`config.mk`:
```
export PLATFORM = sky130hd
export DESIGN_NAME = rmii_tx_flat
export DESIGN_NICKNAME = d
export VERILOG_FILES = /design/src/rtl/rmii_tx_if.sv /design/src/rtl/rmii_tx.sv /design/src/flat_wrapper.sv
export SDC_FILE = /design/constraint.sdc
export NUM_CORES = 1
export LEC_CHECK = 0
export BUFFER_PORTS_ARGS = -buffer_cell sky130_fd_sc_hd__buf_2
export CORE_ASPECT_RATIO = 0.8
export CORE_UTILIZATION = 50
export DETAILED_ROUTE_END_ITERATION = 6
export GPL_TIMING_DRIVEN = 1
export MAX_ROUTING_LAYER = met4
export PLACE_DENSITY = 0.81
export SYNTH_ARGS = -nofsm -noshare
export SYNTH_HDL_FRONTEND = slang
export SYNTH_SLANG_ARGS = --single-unit
```
`constraint.sdc`:
```
create_clock -name REF_CLK -period 2.45 [get_ports REF_CLK]
set_input_delay 0.245 -clock REF_CLK [delete_from_list [all_inputs] [get_ports REF_CLK]]
set_output_delay 0.245 -clock REF_CLK [all_outputs]
set_load 0.005 [all_outputs]
```
`src/rtl/rmii_tx_if.sv`:
```
// Egress FIFO read port as seen by the RMII transmitter (first-word-fall-through).
// master = FIFO side driving the head byte, slave = the transmitter popping it.
interface rmii_tx_if;
  logic       fifo_empty;
  logic [7:0] fifo_dout;
  logic       fifo_EOD_out;
  logic       fifo_rden;

  modport master (
    output fifo_empty,
    output fifo_dout,
    output fifo_EOD_out,
    input  fifo_rden
  );

  modport slave (
    input  fifo_empty,
    input  fifo_dout,
    input  fifo_EOD_out,
    output fifo_rden
  );
endinterface

```
`src/rtl/rmii_tx.sv`:
```
// RMII 100 Mb/s transmitter: preamble+SFD, MSB-pair-first byte serialisation,
// inter-frame gap, and underrun abort with drain of the rest of the frame.
module rmii_tx #(
  parameter int unsigned IFG_CYCLES      = 48,
  parameter int unsigned PREAMBLE_DIBITS = 31
) (
  input  logic        REF_CLK,
  input  logic        arst_n,
  rmii_tx_if.slave    fifo,
  output logic        TX_EN,
  output logic        TXD0,
  output logic        TXD1,
  output logic [15:0] succ_tx_count_gray,
  output logic [15:0] underrun_count_gray
);

  typedef enum logic [2:0] {
    S_IDLE     = 3'd0,
    S_PREAMBLE = 3'd1,
    S_BODY     = 3'd2,
    S_DRAIN    = 3'd3,
    S_IFG      = 3'd4
  } state_t;

  localparam int unsigned PW = $clog2(PREAMBLE_DIBITS + 1);
  localparam int unsigned IW = $clog2(IFG_CYCLES);
  localparam logic [PW-1:0] PRE_SFD  = PW'(PREAMBLE_DIBITS);
  localparam logic [PW-1:0] PRE_LAST = PW'(PREAMBLE_DIBITS - 1);
  // The IDLE cycle that launches the next frame is the final gap cycle,
  // so the IFG state itself lasts one cycle less than the gap.
  localparam logic [IW-1:0] IFG_LOAD = IW'(IFG_CYCLES - 2);

  state_t          state, state_d;
  logic [PW-1:0]   pre_cnt;
  logic [1:0]      dcnt;
  logic [IW-1:0]   ifg_cnt;
  logic [5:0]      shreg;
  logic            eod_r;
  logic [15:0]     succ_cnt, und_cnt;
  logic [15:0]     succ_nx, und_nx;

  logic            tx_en_d;
  logic [1:0]      txd_d;
  logic            load;
  logic            succ_inc;
  logic            und_inc;
  logic            pre_sfd;
  logic            byte_end;

  assign pre_sfd  = (pre_cnt == PRE_SFD);
  assign byte_end = (dcnt == 2'd3);
  assign succ_nx  = succ_cnt + 16'd1;
  assign und_nx   = und_cnt + 16'd1;

  always_ff @(posedge REF_CLK or negedge arst_n) begin
    if (!arst_n) state <= S_IDLE;
    else         state <= state_d;
  end

  always_comb begin
    state_d = state;
    case (state)
      S_IDLE:     if (!fifo.fifo_empty) state_d = S_PREAMBLE;
      S_PREAMBLE: if (pre_sfd) state_d = fifo.fifo_empty ? S_DRAIN : S_BODY;
      S_BODY: begin
        if (byte_end) begin
          if (eod_r)                 state_d = S_IFG;
          else if (fifo.fifo_empty)  state_d = S_DRAIN;
        end
      end
      S_DRAIN:    if (!fifo.fifo_empty && fifo.fifo_EOD_out) state_d = S_IFG;
      S_IFG:      if (ifg_cnt == '0) state_d = S_IDLE;
      default:    state_d = S_IFG;
    endcase
  end

  // tx_en_d/txd_d are the values the output flops take at the next edge.
  always_comb begin
    fifo.fifo_rden = 1'b0;
    tx_en_d        = 1'b0;
    txd_d          = 2'b00;
    load           = 1'b0;
    succ_inc       = 1'b0;
    und_inc        = 1'b0;
    case (state)
      S_IDLE: begin
        if (!fifo.fifo_empty) begin
          tx_en_d = 1'b1;
          txd_d   = 2'b10;
        end
      end
      S_PREAMBLE: begin
        if (!pre_sfd) begin
          tx_en_d = 1'b1;
          txd_d   = (pre_cnt == PRE_LAST) ? 2'b11 : 2'b10;
        end else if (!fifo.fifo_empty) begin
          fifo.fifo_rden = 1'b1;
          load           = 1'b1;
          tx_en_d        = 1'b1;
          txd_d          = fifo.fifo_dout[7:6];
        end else begin
          und_inc = 1'b1;
        end
      end
      S_BODY: begin
        if (!byte_end) begin
          tx_en_d = 1'b1;
          txd_d   = shreg[5:4];
        end else if (eod_r) begin
          succ_inc = 1'b1;
        end else if (!fifo.fifo_empty) begin
          fifo.fifo_rden = 1'b1;
          load           = 1'b1;
          tx_en_d        = 1'b1;
          txd_d          = fifo.fifo_dout[7:6];
        end else begin
          und_inc = 1'b1;
        end
      end
      S_DRAIN: fifo.fifo_rden = !fifo.fifo_empty;
      default: ;
    endcase
  end

  always_ff @(posedge REF_CLK or negedge arst_n) begin
    if (!arst_n) begin
      TX_EN               <= 1'b0;
      TXD0                <= 1'b0;
      TXD1                <= 1'b0;
      pre_cnt             <= '0;
      dcnt                <= '0;
      ifg_cnt             <= '0;
      shreg               <= '0;
      eod_r               <= 1'b0;
      succ_cnt            <= '0;
      und_cnt             <= '0;
      succ_tx_count_gray  <= '0;
      underrun_count_gray <= '0;
    end else begin
      TX_EN        <= tx_en_d;
      {TXD0, TXD1} <= txd_d;
      pre_cnt      <= (state == S_PREAMBLE) ? pre_cnt + PW'(1) : '0;
      dcnt         <= (state == S_BODY) ? dcnt + 2'd1 : '0;

      // Bits 7:6 go straight to TXD on capture; only the lower three dibits are held.
      if (load) begin
        shreg <= fifo.fifo_dout[5:0];
        eod_r <= fifo.fifo_EOD_out;
      end else if (state == S_BODY) begin
        shreg <= {shreg[3:0], 2'b00};
      end

      if (state_d == S_IFG && state != S_IFG)
        ifg_cnt <= IFG_LOAD;
      else if (state == S_IFG && ifg_cnt != '0)
        ifg_cnt <= ifg_cnt - IW'(1);

      if (succ_inc) begin
        succ_cnt           <= succ_nx;
        succ_tx_count_gray <= succ_nx ^ (succ_nx >> 1);
      end
      if (und_inc) begin
        und_cnt             <= und_nx;
        underrun_count_gray <= und_nx ^ (und_nx >> 1);
      end
    end
  end

endmodule

```
`src/flat_wrapper.sv`:
```
// flat-port wrapper written by rule: the top's interface ports become plain ports
module rmii_tx_flat 
#(
  parameter int unsigned IFG_CYCLES      = 48,
  parameter int unsigned PREAMBLE_DIBITS = 31
)
  (REF_CLK, arst_n, TX_EN, TXD0, TXD1, succ_tx_count_gray, underrun_count_gray, fifo_fifo_empty, fifo_fifo_dout, fifo_fifo_EOD_out, fifo_fifo_rden);
  rmii_tx_if fifo_i ();
  input  logic REF_CLK;
  input  logic arst_n;
  output logic TX_EN;
  output logic TXD0;
  output logic TXD1;
  output logic [15:0] succ_tx_count_gray;
  output logic [15:0] underrun_count_gray;
  input wire logic [$bits(fifo_i.fifo_empty)-1:0] fifo_fifo_empty;
  input wire logic [$bits(fifo_i.fifo_dout)-1:0] fifo_fifo_dout;
  input wire logic [$bits(fifo_i.fifo_EOD_out)-1:0] fifo_fifo_EOD_out;
  output wire logic [$bits(fifo_i.fifo_rden)-1:0] fifo_fifo_rden;
  assign fifo_i.fifo_empty = fifo_fifo_empty;
  assign fifo_i.fifo_dout = fifo_fifo_dout;
  assign fifo_i.fifo_EOD_out = fifo_fifo_EOD_out;
  assign fifo_fifo_rden = fifo_i.fifo_rden;
  rmii_tx #(.IFG_CYCLES(IFG_CYCLES), .PREAMBLE_DIBITS(PREAMBLE_DIBITS)) u_core (.REF_CLK(REF_CLK), .arst_n(arst_n), .fifo(fifo_i), .TX_EN(TX_EN), .TXD0(TXD0), .TXD1(TXD1), .succ_tx_count_gray(succ_tx_count_gray), .underrun_count_gray(underrun_count_gray));
endmodule
```
==> results_dict.tcl <==
set metrics [dict create \
    route.antenna.remaining_nets 0 \
    final_hold_viol_count 0 \
    synth_edf_count 0 \
    final.setup.tns_ps 0 \
    port_buffers 47 \
    crit_arrival_ps 2120 \
    route.vias.total 3436 \
    path_buf_inv 1 \
    netlist_area_sq_um 4770 \
    ctsLongestPathBuffers 2 \
    cp_slowest_stage_delay_ps 410 \
    max_freq_mhz 422 \
    post_synth_xor_area_fraction 0.171 \
    start_kind "register" \
    tritoncts "yes" \
    required_ps 2200 \
    yosys_warnings 0 \
    detail_route.vias_per_cell 5.34 \
    yosysUniqueCellTypes 56 \
    timing.critical_path.slowest_stage_cell "sky130_fd_sc_hd__dfrtp_1" \
    flow.area_growth_from_synthesis_pct 12.0 \
    fin_skew_ps 8.68 \
    final_weighted_congestion_in_routability_driven_placement 0.893 \
    grt_setup_unrepaired "false" \
    timing_worst_slew_pin_value_ps 548 \
    synth_compound_area_frac 0.0905 \
    clkSlewWorstSetupHoldPaths_ps 60 \
    drt_pass1_iterations 6 \
    timing.slew.headroom 0.629 \
    fin_crit_sh 0.967 \
    grt_start_max_net_pins 57 \
    syn_area_per_cell_sq_um 9.77 \
    worst_path_most_repeated_cell "sky130_fd_sc_hd__ha_1" \
    irDropWorstVdd_mv 0.308 \
    post_drt_wl_per_cell_um 14.0 \
    core-area_sq_um 9150 \
    critical_path.max_fanout 4 \
    synth_nets 508 \
    maxCapViolCount 0 \
    violated_checks "design-rule violations" \
    finalWorstPathRequiredPeriod_ps 2370 \
    worst_setup_path_end_kind "primary output" \
    main_combinational_cell_family_by_area_after_synthesis "simple AND/OR/NAND/NOR gates" \
    synth_sequential_area_ratio 0.462 \
    global_route_wire_length_before_repair_mm 15.5 \
    critPathKind "register to primary output" \
    die_height_um 89.3 \
    synth_top_area_share 0.462 \
    drt-total-wl_mm 9.04 \
    drv_slew 0 \
    synth_seq_cells 88 \
    synth-async-reset-ratio 1.00 \
    timing.critical_path.cells "ha_1 > and3_1 > ha_1 > and3b_1 > o21ai_1 > a21oi_1 > buf_2" \
    p_leak_nw 2.47 \
    clock-root-buffer "sky130_fd_sc_hd__clkbuf_16" \
    whs_ps 119 \
    syn_inst 488 \
    synth_flop_type "sky130_fd_sc_hd__dfrtp_1" \
    post_synth_and_or_nand_nor_area_fraction 0.187 \
    starting_density_of_the_core 0.521 \
    setup_violations_final 0 \
    powerDensity_nw_per_um2 524 \
    hpwlAfterDp_mm 6.47 \
    cts_max_level 3 \
    fin_nets 544 \
    grt_pass1_vias 3372 \
    antenna-diode-count 0 \
    cts-buffers-inserted 9 \
    chipWidth_um 111 \
    drc 12 \
    number_of_antenna_violations_at_the_first_check_in_global_routing 0 \
    yosys.area_share.adder 0.0210 \
    post_synth_mux_area_share 0.0194 \
    boundaryPins 48 \
    status "finished with violations" \
    final_layout_size_suffix_gt1_frac 0.163 \
    clkSinkCount 88 \
    critical-path-top-delay-family "adder cells" \
    globalRouteTotalUtil 0.201 \
    post_synth_main_area_contributors "sky130_fd_sc_hd__dfrtp_1 46%, sky130_fd_sc_hd__xnor2_1 13%, sky130_fd_sc_hd__nand2_1 5.7%" \
    clkLatencyLatePin_ps 330 \
    grt_remaining_overflow 0 \
    floorplan.rows 31 \
    floorplan.die_area_sq_um 9930 \
    detail_route.iter0.violations 210 \
    post_synthesis_cell_type_with_the_largest_combined_area "sky130_fd_sc_hd__dfrtp_1" \
    min_path_type "input port to register" \
]
## through the flow
step / utilization / total power [mW] / cell area [sq um] / std cells / setup slack (ps)
finish: 0.584 / 2.80 / 5340 / 644 / 80.4
global route: 0.584 / 2.90 / 5340 / 644 / 10.4
CTS: 0.584 / 2.83 / 5340 / 644 / 93.9
detailed placement: 0.552 / 1.57 / 5060 / 627 / 204
global placement: 0.552 / 1.56 / 5060 / 627 / 351
floorplan: - / 1.52 / 4770 / 488 / 445
## cells by family (layout without fill, tap and decap cells)
kind of cell	count (synthesis)	after routing
AO/OA/AOI/OAI	70	70
XOR/XNOR	93	93
flip-flops	88	88
buffers and inverters	45	86
multiplexers	9	9
adder cells (fa/ha/maj)	8	8
AND/OR/NAND/NOR	175	175
## synth_stat cells, types with 2 or more instances
master	number
sky130_fd_sc_hd__dfrtp_1	88
sky130_fd_sc_hd__nand2_1	72
sky130_fd_sc_hd__xnor2_1	69
sky130_fd_sc_hd__o21ai_0	35
sky130_fd_sc_hd__nor2_1	24
sky130_fd_sc_hd__xor2_1	24
sky130_fd_sc_hd__nand3_1	15
sky130_fd_sc_hd__a21oi_1	13
sky130_fd_sc_hd__inv_1	13
sky130_fd_sc_hd__nand4_1	13
sky130_fd_sc_hd__buf_2	12
sky130_fd_sc_hd__clkbuf_1	9
sky130_fd_sc_hd__nor4_1	9
sky130_fd_sc_hd__ha_1	8
sky130_fd_sc_hd__nor3_1	8
sky130_fd_sc_hd__mux2i_1	7
sky130_fd_sc_hd__buf_4	5
sky130_fd_sc_hd__buf_6	4
sky130_fd_sc_hd__nor2_2	4
sky130_fd_sc_hd__and2_1	3
sky130_fd_sc_hd__and3_1	3
sky130_fd_sc_hd__o21ai_1	3
sky130_fd_sc_hd__or3_1	3
sky130_fd_sc_hd__a31oi_1	2
sky130_fd_sc_hd__and4b_1	2
sky130_fd_sc_hd__mux2_2	2
sky130_fd_sc_hd__nand2b_1	2
sky130_fd_sc_hd__nand3_2	2
sky130_fd_sc_hd__nor3b_1	2
sky130_fd_sc_hd__o211ai_1	2
sky130_fd_sc_hd__o211ai_2	2
sky130_fd_sc_hd__o22ai_1	2
sky130_fd_sc_hd__o32ai_1	2
sky130_fd_sc_hd__or4_1	2
## path summary, 6_finish.rpt
check / start / endpoint / slack (ps) / cells past startpoint
min: fifo_fifo_dout[1] / u_core.shreg[1] / 120 / 3
min in group asynchronous: arst_n / u_core.underrun_count_gray[13] / 390 / 2
max: u_core.pre_cnt[0] / fifo_fifo_rden / 80 / 7
min reg2reg: u_core.dcnt[0] / u_core.dcnt[0] / 440 / 1
max in group asynchronous: arst_n / u_core.succ_tx_count_gray[5] / 1430 / 3
max reg2reg: u_core.pre_cnt[0] / u_core.eod_r / 260 / 7
## layer usage
metal  vias to the layer above  global-route usage  part of all wire
met4                         0              0.0455            0.0041
met1                      1653               0.252              0.47
met3                         4              0.0508             0.032
li1                       1718                   -                 -
met2                        61               0.333              0.49
met5                         -                   -                 0
## what timing repair did
item / CTS / global route
buffers inserted: 0 / 0
gates resized for setup: 1 / 0
endpoints found under the setup margin: 1 / 0
hold endpoints to repair: 32 / 0
hold buffers: 1 / 0
## registers in the layout, indices dropped and copies added, names as in the netlist
register                    flops
u_core.succ_cnt                16
u_core.underrun_count_gray     16
u_core.succ_tx_count_gray      15
u_core.und_cnt                 15
u_core.ifg_cnt                  6
u_core.shreg                    6
u_core.pre_cnt                  5
u_core.state                    3
u_core.dcnt                     2
u_core.TXD0                     1
u_core.TXD1                     1
u_core.TX_EN                    1
u_core.eod_r                    1
## worst min-delay path, cell delays in order
cell and delay [ps]:
sky130_fd_sc_hd__buf_2 80, sky130_fd_sc_hd__nand2_1 50, sky130_fd_sc_hd__nand2_1 50
## area by class of cell
cell class	count	area (sq um)
fill	758	3810
multi-input combinational	355	2330
sequential	88	2200
timing repair buffer	57	340
clock buffer	13	250
tap	115	144
inverter	13	48.8
clock inverter	3	25.0
## cell usage in the layout, fill, tap and decap left out, types with 15 or more instances in the layout
master                    Yosys  routed
sky130_fd_sc_hd__dfrtp_1     88      88
sky130_fd_sc_hd__buf_2       12      46
sky130_fd_sc_hd__nor2_1      24      24
sky130_fd_sc_hd__nand3_1     15      15
sky130_fd_sc_hd__xnor2_1     69      69
sky130_fd_sc_hd__nand2_1     72      72
sky130_fd_sc_hd__xor2_1      24      24
sky130_fd_sc_hd__o21ai_0     35      34
## where the power goes
part	total [mW]	internal (mW)	switching, mW	leakage [nW]
logic	0.0685	0.0227	0.0458	1.13
registers	1.47	1.46	0.00913	1.20
clock network	1.26	0.721	0.539	0.130
total	2.80	2.21	0.594	2.47
Note: power is estimated with default switching activity, not from simulation.
